[src/rtl/dispatch_pkg.sv]
// Shared types and default widths for the dual-stream dispatch controller.
// Pure declarations: no latency or flow control of its own.
package dispatch_pkg;

    localparam int AW_DEF = 8;
    localparam int CW_DEF = 16;

    typedef enum logic [1:0] {
        IDLE  = 2'd0,
        ISSUE = 2'd1,
        DRAIN = 2'd2,
        DONE  = 2'd3
    } state_e;

endpackage

[src/rtl/stream_ptr.sv]
// One stream's data pointer, saturating issue counter and wrap-to-base detector.
// Updates one cycle after load_i/inc_i; has no flow control of its own.
module stream_ptr
    import dispatch_pkg::*;
#(
    parameter int AW = AW_DEF,
    parameter int CW = CW_DEF
) (
    input  logic          clk,
    input  logic          rst_i,
    input  logic          load_i,
    input  logic [AW-1:0] base_i,
    input  logic          inc_i,
    output logic [AW-1:0] dp_o,
    output logic [CW-1:0] cnt_o,
    output logic          dead_o
);

    logic [AW-1:0] dp_q, dp_d;
    logic [AW-1:0] base_q;
    logic [CW-1:0] cnt_q, cnt_d;
    logic          dead_q;

    always_comb begin
        dp_d  = dp_q + AW'(1);
        cnt_d = (cnt_q == '1) ? cnt_q : cnt_q + CW'(1);
    end

    // The base is captured at load so the wrap check compares against the run's own start address.
    always_ff @(posedge clk) begin
        if (rst_i) begin
            dp_q   <= '0;
            base_q <= '0;
            cnt_q  <= '0;
            dead_q <= 1'b0;
        end else if (load_i) begin
            dp_q   <= base_i;
            base_q <= base_i;
            cnt_q  <= '0;
            dead_q <= 1'b0;
        end else if (inc_i) begin
            dp_q  <= dp_d;
            cnt_q <= cnt_d;
            if (dp_d == base_q) begin
                dead_q <= 1'b1;
            end
        end
    end

    assign dp_o   = dp_q;
    assign cnt_o  = cnt_q;
    assign dead_o = dead_q;

endmodule

[src/rtl/dispatch_ctrl.sv]
// Dispatches words from two zero-terminated streams onto two FUs, swapping operand routing when one FU is busy.
// Issue valids are combinational from fuN_ready; a stream advances on the edge it is served, stalls while no FU is ready.
module dispatch_ctrl
    import dispatch_pkg::*;
#(
    parameter int AW = AW_DEF,
    parameter int CW = CW_DEF
) (
    input  logic          clk,
    input  logic          preset,
    input  logic          start,
    input  logic [AW-1:0] base0,
    input  logic [AW-1:0] base1,
    input  logic          zer0,
    input  logic          zer1,
    input  logic          fu0_ready,
    input  logic          fu1_ready,
    output logic [AW-1:0] dp0,
    output logic [AW-1:0] dp1,
    output logic          selpath,
    output logic          fu0_valid,
    output logic          fu1_valid,
    output logic          busy,
    output logic          done,
    output logic          err,
    output logic [CW-1:0] cnt0,
    output logic [CW-1:0] cnt1
);

    state_e state_q;
    logic   rr_q, rr_d;
    logic   selpath_q, selpath_d;
    logic   busy_q, done_q;
    logic   load;
    logic   dead0, dead1;
    logic   live0, live1;
    logic   serve0, serve1;
    logic   fu0_vld, fu1_vld;

    assign load = (state_q == IDLE) && start;

    stream_ptr #(.AW(AW), .CW(CW)) u_sp0 (
        .clk    (clk),
        .rst_i  (preset),
        .load_i (load),
        .base_i (base0),
        .inc_i  (serve0),
        .dp_o   (dp0),
        .cnt_o  (cnt0),
        .dead_o (dead0)
    );

    stream_ptr #(.AW(AW), .CW(CW)) u_sp1 (
        .clk    (clk),
        .rst_i  (preset),
        .load_i (load),
        .base_i (base1),
        .inc_i  (serve1),
        .dp_o   (dp1),
        .cnt_o  (cnt1),
        .dead_o (dead1)
    );

    assign live0 = ~zer0 & ~dead0;
    assign live1 = ~zer1 & ~dead1;

    // With a single FU free, a lone live stream goes to it; two live streams share it round-robin.
    always_comb begin
        serve0    = 1'b0;
        serve1    = 1'b0;
        fu0_vld   = 1'b0;
        fu1_vld   = 1'b0;
        selpath_d = selpath_q;
        rr_d      = rr_q;
        if (state_q == ISSUE && (live0 || live1)) begin
            unique case ({fu0_ready, fu1_ready})
                2'b11: begin
                    serve0    = live0;
                    serve1    = live1;
                    fu0_vld   = live0;
                    fu1_vld   = live1;
                    selpath_d = 1'b0;
                end
                2'b10: begin
                    fu0_vld = 1'b1;
                    if (live0 && live1) begin
                        serve0    = ~rr_q;
                        serve1    = rr_q;
                        selpath_d = rr_q;
                        rr_d      = ~rr_q;
                    end else begin
                        serve0    = live0;
                        serve1    = live1;
                        selpath_d = live1;
                    end
                end
                2'b01: begin
                    fu1_vld = 1'b1;
                    if (live0 && live1) begin
                        serve0    = ~rr_q;
                        serve1    = rr_q;
                        selpath_d = ~rr_q;
                        rr_d      = ~rr_q;
                    end else begin
                        serve0    = live0;
                        serve1    = live1;
                        selpath_d = live0;
                    end
                end
                default: begin
                end
            endcase
        end
    end

    always_ff @(posedge clk) begin
        if (preset) begin
            state_q   <= IDLE;
            rr_q      <= 1'b0;
            selpath_q <= 1'b0;
            busy_q    <= 1'b0;
            done_q    <= 1'b0;
        end else begin
            rr_q      <= rr_d;
            selpath_q <= selpath_d;
            done_q    <= 1'b0;
            case (state_q)
                IDLE: begin
                    if (start) begin
                        state_q <= ISSUE;
                        busy_q  <= 1'b1;
                    end
                end
                ISSUE: begin
                    if (!live0 && !live1) begin
                        state_q <= DRAIN;
                    end
                end
                DRAIN: begin
                    if (fu0_ready && fu1_ready) begin
                        state_q <= DONE;
                        busy_q  <= 1'b0;
                        done_q  <= 1'b1;
                    end
                end
                DONE: begin
                    state_q <= IDLE;
                end
            endcase
        end
    end

    assign selpath   = selpath_d;
    assign fu0_valid = fu0_vld;
    assign fu1_valid = fu1_vld;
    assign busy      = busy_q;
    assign done      = done_q;
    assign err       = dead0 | dead1;

endmodule

[config.mk]
export PLATFORM = sky130hd
export DESIGN_NAME = dispatch_ctrl
export DESIGN_NICKNAME = d
export VERILOG_FILES = /design/src/rtl/dispatch_pkg.sv /design/src/rtl/stream_ptr.sv /design/src/rtl/dispatch_ctrl.sv
export SDC_FILE = /design/constraint.sdc
export NUM_CORES = 1
export LEC_CHECK = 0
export CAP_MARGIN = 20
export CORE_ASPECT_RATIO = 1.2
export CORE_UTILIZATION = 52
export DETAILED_ROUTE_END_ITERATION = 6
export PLACE_DENSITY = 0.83
export SLEW_MARGIN = 0
export SYNTH_ARGS = -nofsm -noshare
export SYNTH_HDL_FRONTEND = slang
export SYNTH_SLANG_ARGS = --single-unit
[constraint.sdc]
create_clock -name clk -period 3.3 [get_ports clk]
set_clock_uncertainty 0.2 [all_clocks]
set_input_delay 0.33 -clock clk [delete_from_list [all_inputs] [get_ports clk]]
set_output_delay 0.33 -clock clk [all_outputs]
set_load 0.005 [all_outputs]
# Word level (Yosys, flattened, before mapping)
# Index checks and enable logic that the tools add are counted.
[totals] register_bits=72 latchBits=0 ramBits=0 mem_bits_ro=0 in_bits=23 output_inout_bits=54 elab_cells=87 n_memories=0
[classes] n_addsub=4 multipliers=0 div_mod_pow=0 n_lt_le_gt_ge=0 eq_ne=13 n_shift=0 muxes=24 bitwise_logic=11 n_reduce_logical=22
[op_table] cell="$add A16 B1 Y16 const B" count=2
[op_table] cell="$eq A16 B16 Y1 const B" count=2
[op_table] cell="$mux W8" count=4
[op_table] cell="$add A8 B1 Y8 const B" count=2
[op_table] cell="$eq A8 B8 Y1" count=2
[op_table] cell="$mux W1" count=10
[op_table] cell="$pmux W1 S2" count=5
[op_table] cell="$reduce_and A3 Y1" count=3
[op_table] cell="$eq A2 B2 Y1 const B" count=4
[op_table] cell="$not A1 Y1" count=8
[op_table] cell="$pmux W2 S4" count=1
[op_table] cell="$reduce_and A2 Y1" count=4
[op_table] cell="$mux W2" count=3
[op_table] cell="$reduce_bool A2 Y1" count=3
[op_table] cell="$reduce_or A2 Y1" count=3
[op_table] cell="$logic_and A1 B1 Y1" count=5
[op_table] cell="$eq A2 B1 Y1 const B" count=2
[op_table] cell="$ne A2 B2 Y1 const B" count=2
[op_table] cell="$pmux W1 S3" count=1
[op_table] cell="$and A1 B1 Y1" count=2
[op_table] cell="$logic_not A1 Y1" count=2
[op_table] cell="$logic_not A2 Y1" count=1
[op_table] cell="$ne A2 B1 Y1 const B" count=1
[op_table] cell="$logic_or A1 B1 Y1" count=1
[op_table] cell="$or A1 B1 Y1" count=1

# Depth between registers and ports, before layout
[depth] word_depth=8 mapped_depth=8 ltp_nobuf=7

# Modules after synthesis
# Synthesis repeated with hierarchy kept, for this count alone.
[hier_totals] hier_cells=480 hier_area_um2=4020.1
[modules_own_cells] mod="stream_ptr (u_sp0)" instances=1 cells_each=217 area_each_um2=1786.7 seq_area_each_um2=660.6
[modules_own_cells] mod="stream_ptr (u_sp1)" instances=1 cells_each=201 area_each_um2=1730.4 seq_area_each_um2=660.6
[modules_own_cells] mod="dispatch_ctrl" instances=1 cells_each=62 area_each_um2=503.0 seq_area_each_um2=120.1

# Least setup slack after synthesis
# Ideal clock, no wire load.
[synth_path] path_type="reg-to-reg" start="register state_q[1]" end="register u_sp0.cnt_q[13], in the netlist u_sp0.cnt_o[13]" setup_ns=0.071 arrival_time_ns=2.203 required_time_ns=3.029 slack_ns=0.826 stages_incl_launch_ff=8 path_buffers=1 period_less_slack_ns=2.474 cell_sequence="dfxtp_1 > inv_1 > ha_1 > or4b_4 > or3_1 > buf_2 > or4_1 > a21oi_1"
[synth_between] elab_chain_len=4 elab_cells_between_ends=7 cone_classes="1 x eq/ne; 1 x mux; 5 x reduce/logical"
[synth_rtl] element="start: declaration" line_no="dispatch_ctrl.sv:30" rtl="state_e state_q;"
[synth_rtl] element="start signal: assignment" line_no="dispatch_ctrl.sv:118" rtl="state_q <= IDLE;"
[synth_rtl] element="start signal: assignment" line_no="dispatch_ctrl.sv:130" rtl="state_q <= ISSUE;"
[synth_rtl] element="start signal: assignment" line_no="dispatch_ctrl.sv:136" rtl="state_q <= DRAIN;"
[synth_rtl] element="$eq A2 B1 Y1" line_no="dispatch_ctrl.sv:75" rtl="if (state_q == ISSUE && (live0 || live1)) begin"
[synth_rtl] element="$logic_and A1 B1 Y1" line_no="dispatch_ctrl.sv:75"
[synth_rtl] element="$mux W1" line_no="dispatch_ctrl.sv:75"
[synth_rtl] element="$reduce_and A2 Y1 (no source line)"
[synth_rtl] element="end signal: assignment" line_no="stream_ptr.sv:43" rtl="cnt_q <= cnt_d;"
[synth_rtl] element="end: declaration" line_no="stream_ptr.sv:21" rtl="logic [CW-1:0] cnt_q, cnt_d;"
# Several ways; a longest one is shown, not always the timed one.
# A chain may end at the register's enable or synchronous reset.

# Worst setup path after layout
[layout_path] start="input fu0_ready" end="register u_sp0.cnt_q[9], in the netlist u_sp0.cnt_o[9]"
[layout_between] elab_chain_len=5 elab_cells_between_ends=7 cone_classes="3 x eq/ne; 2 x mux; 2 x reduce/logical"
[layout_rtl] element="start: declaration" line_no="dispatch_ctrl.sv:16" rtl="input logic fu0_ready,"
[layout_rtl] element="$eq A2 B1 Y1 / $eq A2 B2 Y1 (equally long branches)" line_no="dispatch_ctrl.sv:76" rtl="unique case ({fu0_ready, fu1_ready})"
[layout_rtl] element="$reduce_or A2 Y1 (no source line)"
[layout_rtl] element="$pmux W1 S2 *" line_no="dispatch_ctrl.sv:76"
[layout_rtl] element="$mux W1 *" line_no="dispatch_ctrl.sv:75"
[layout_rtl] element="$reduce_and A2 Y1 (no source line) *"
# Mark *: on every way between the ends. The rest lies on a longest branch, timed or not.

==> flow_summary.ini <==
[status]
outcome = finished, final reports clean

[place]
pre_cts_ws_ns = 0.164
hpwlAfterDp_mm = 6.77
portBuffers = 76
gp_congestion = 0.884
placed_cells = 644
placed_area_um2 = 4780

[routing]
wl_mm = 9.34
vias_per_cell = 5.82
dr.first_iter.drc_count = 236
dr.pass1.iters = 5
wl_per_cell_um = 14.2
drc_errors = 0
drt.antenna.violating_nets = 0
vias = 3837

[cells_and_area]
diodes = 0
drive_gt1_frac = 0.0580
syn_to_final_growth_pct = 25.9
stdcell_count = 659
nFillCells = 587
layout_commonest_cell = clkdlybuf4s50_1
final_cell_mix = clkdlybuf4s50_1, nand2_1, dfxtp_1, nor2_1, xnor2_1
final_nets = 600
fin_util = 0.680
fin_area_um2 = 4950

[worst_setup_path]
cp_cell_sequence = clkdlybuf4s50_1 > inv_1 > ha_1 > or4b_4 > or3_1 > or4_1 > a21oi_1
crit_arrival_ns = 2.85
crit_fanout = 9
endpoint = u_sp0.cnt_o[9]$_SDFFE_PP0P_
cp-end-kind = flop
cp_slowest_cell = or4_1
max_stage_delay_ns = 0.54
regToRegSetupSlack_ns = 0.63
critPathLaunchType = primary input
crit_family = simple AND/OR/NAND/NOR gates
required_ns = 3.39
reg2regPathDepth = 6
worst-setup-path-type = primary input to flop
r2r_end = u_sp0.cnt_o[9]$_SDFFE_PP0P_
crit_cells = 7
r2r_start = state_q[1]$_SDFFE_PP0P_
crit_buf_inv = 2
cp-startpoint = fu0_ready

[clocking]
post_cts_buffers = 0
cts_repair_resize_count = 0
cts_tree = done
htree_levels = 3
clock_path_buffers = 2
cts_hold_buf = 0
cts-root-buf = clkbuf_8
cts_buffers = 9
path_clk_slew_ns = 0.08
clock_sinks = 72
insertion_delay_ns = 0.35

[pwr]
power_density_nw_per_um2 = 532
cellLeakagePower_nw = 1.67
peakVddDrop_uv = 437

[sta]
fmaxAchievable_mhz = 362
tightest_slew_ns = 0.822
layout_setup_ws_ns = 0.541
tns_ns = 0
slew_violations = 0
min_period_ns = 2.76
slew_headroom = 0.447
layout_worst_path_cycle_share = 0.836
hold_viol = 0
setup_viol = 0
rsz0062_at_grt = no

[floorplan]
core_area_um2 = 7270
ios = 77
start_util = 0.540
chipWidth_um = 81.4
die_h_um = 97.3
rows = 34
die_area_um2 = 7910

[min_path]
hp-class = flop to flop

[global_routing]
antenna_found_initial = 0
gr-total-overflow = 0
grt_max_degree = 45
grt.total_usage = 0.248
grt_pass1_wl_mm = 15.6
grt_pass1_vias = 3507

[logic_synthesis]
synth_fp_nets = 528
syn_area_per_cell_um2 = 7.97
yosysWarnings = 0
synth.yosys.seq_area_share = 0.367
synth_edf_count = 0
ys_seq_elements = 72
synth_cells = 493
ys_async_sr_fraction = 0
synth_ff_type = dfxtp_1
syn_area_um2 = 3930
synth_cell_types = 56

[run]
max-cap-violations = 0
[state kept, by name, summed over array words and instances, names as in the netlist]
| register | count |
|---|---|
| u_sp0.cnt_o | 16 |
| u_sp1.cnt_o | 16 |
| u_sp0.base_q | 8 |
| u_sp0.dp_o | 8 |
| u_sp1.base_q | 8 |
| u_sp1.dp_o | 8 |
| state_q | 2 |
| busy | 1 |
| done | 1 |
| rr_q | 1 |
| selpath_q | 1 |
| u_sp0.dead_o | 1 |
| u_sp1.dead_o | 1 |
[cell families after synthesis]
| kind of cell | Yosys count | synth area share |
|---|---|---|
| AOI/OAI and AO/OA | 103 | 0.171 |
| xor gates and xnor gates | 44 | 0.0980 |
| adders and majority gates | 12 | 0.0382 |
| buffers and inverters | 33 | 0.0318 |
| DFF | 72 | 0.367 |
| muxes | 6 | 0.0159 |
| and+or+nand+nor | 223 | 0.278 |
[stage by stage]
| step | power (mW) | hold slack (ns) |
|---|---|---|
| floorplan | 1.69 | 0.248 |
| global placement | 1.97 | 0.255 |
| detailed placement | 2.00 | 0.263 |
| CTS | 2.64 | 0.274 |
| global route | 2.79 | 0.288 |
| finish | 2.63 | 0.273 |
[report_power, final]
group / internal, mW / total [mW] / switching (mW) / leakage, nW
combinational: 0.420 / 0.870 / 0.450 / 0.996
sequential: 0.980 / 1.13 / 0.149 / 0.586
clock: 0.308 / 0.634 / 0.326 / 0.0882
[synth_stat cells (3+ instances only)]
cell,n,area [µm²]
inv_1,10,37.5
dfxtp_1,72,1440
nor3_1,18,90.1
o21ai_0,11,55.1
a41o_1,4,40.0
clkbuf_1,19,71.3
buf_1,3,11.3
a31oi_1,8,50.1
xnor2_1,36,315
nor4_1,8,50.1
and4_1,4,35.0
or2_2,3,18.8
nand4_1,12,75.1
or3_1,3,18.8
o31ai_1,6,45.0
and2_1,5,31.3
nor2_1,52,195
nor2b_1,6,37.5
nand2_1,73,274
nor3b_1,3,22.5
a21oi_1,35,175
xor2_1,8,70.1
nand2b_1,5,31.3
a211oi_1,16,120
mux2i_1,4,40.0
or4_1,5,37.5
ha_1,12,150
nand3_1,16,80.1
[routing by layer]
layer / vias to the layer above / track usage / wire [µm] / share of wire
li1: 1908 / - / - / -
met1: 1802 / 0.318 / 4150 / 0.44
met2: 114 / 0.397 / 4450 / 0.48
met3: 13 / 0.0535 / 589 / 0.063
met4: 0 / 0.0989 / 146 / 0.016
met5: - / 0 / 0 / 0
[final cells by class]
| cell class | count | area [µm²] | area share |
|---|---|---|---|
| clock buffer | 12 | 155 | 0.0313 |
| timing repair buffer | 84 | 821 | 0.166 |
| multi-input combinational | 388 | 2360 | 0.478 |
| inverter | 10 | 37.5 | 0.00758 |
| sequential | 72 | 1440 | 0.291 |
| clock inverter | 3 | 17.5 | 0.00354 |
| tap | 90 | 113 | 0.0228 |
[worst reg2reg max path, delay by kind of cell (launching register included)]
kind	cells	cell delay (ns)
AOI/OAI and AO/OA	1	0.16
DFF	1	0.32
adders and majority gates	1	0.28
buffers and inverters	1	0.11
and+or+nand+nor	3	1.55
[how the worst min path moves through the flow]
stage,startpoint,to,slack [ns],cells past startpoint
CTS,u_sp1.base_q[0]$_SDFFE_PP0P_,u_sp1.base_q[0]$_SDFFE_PP0P_,0.27,2
detailed placement,u_sp1.base_q[2]$_SDFFE_PP0P_,u_sp1.base_q[2]$_SDFFE_PP0P_,0.26,2
global route,u_sp1.base_q[2]$_SDFFE_PP0P_,u_sp1.base_q[2]$_SDFFE_PP0P_,0.29,2
finish,u_sp1.base_q[3]$_SDFFE_PP0P_,u_sp1.base_q[3]$_SDFFE_PP0P_,0.27,2
floorplan,u_sp0.base_q[0]$_SDFFE_PP0P_,u_sp0.base_q[0]$_SDFFE_PP0P_,0.25,2
global placement,u_sp0.base_q[0]$_SDFFE_PP0P_,u_sp0.base_q[0]$_SDFFE_PP0P_,0.26,2
Power figures use the tool's default switching activity.
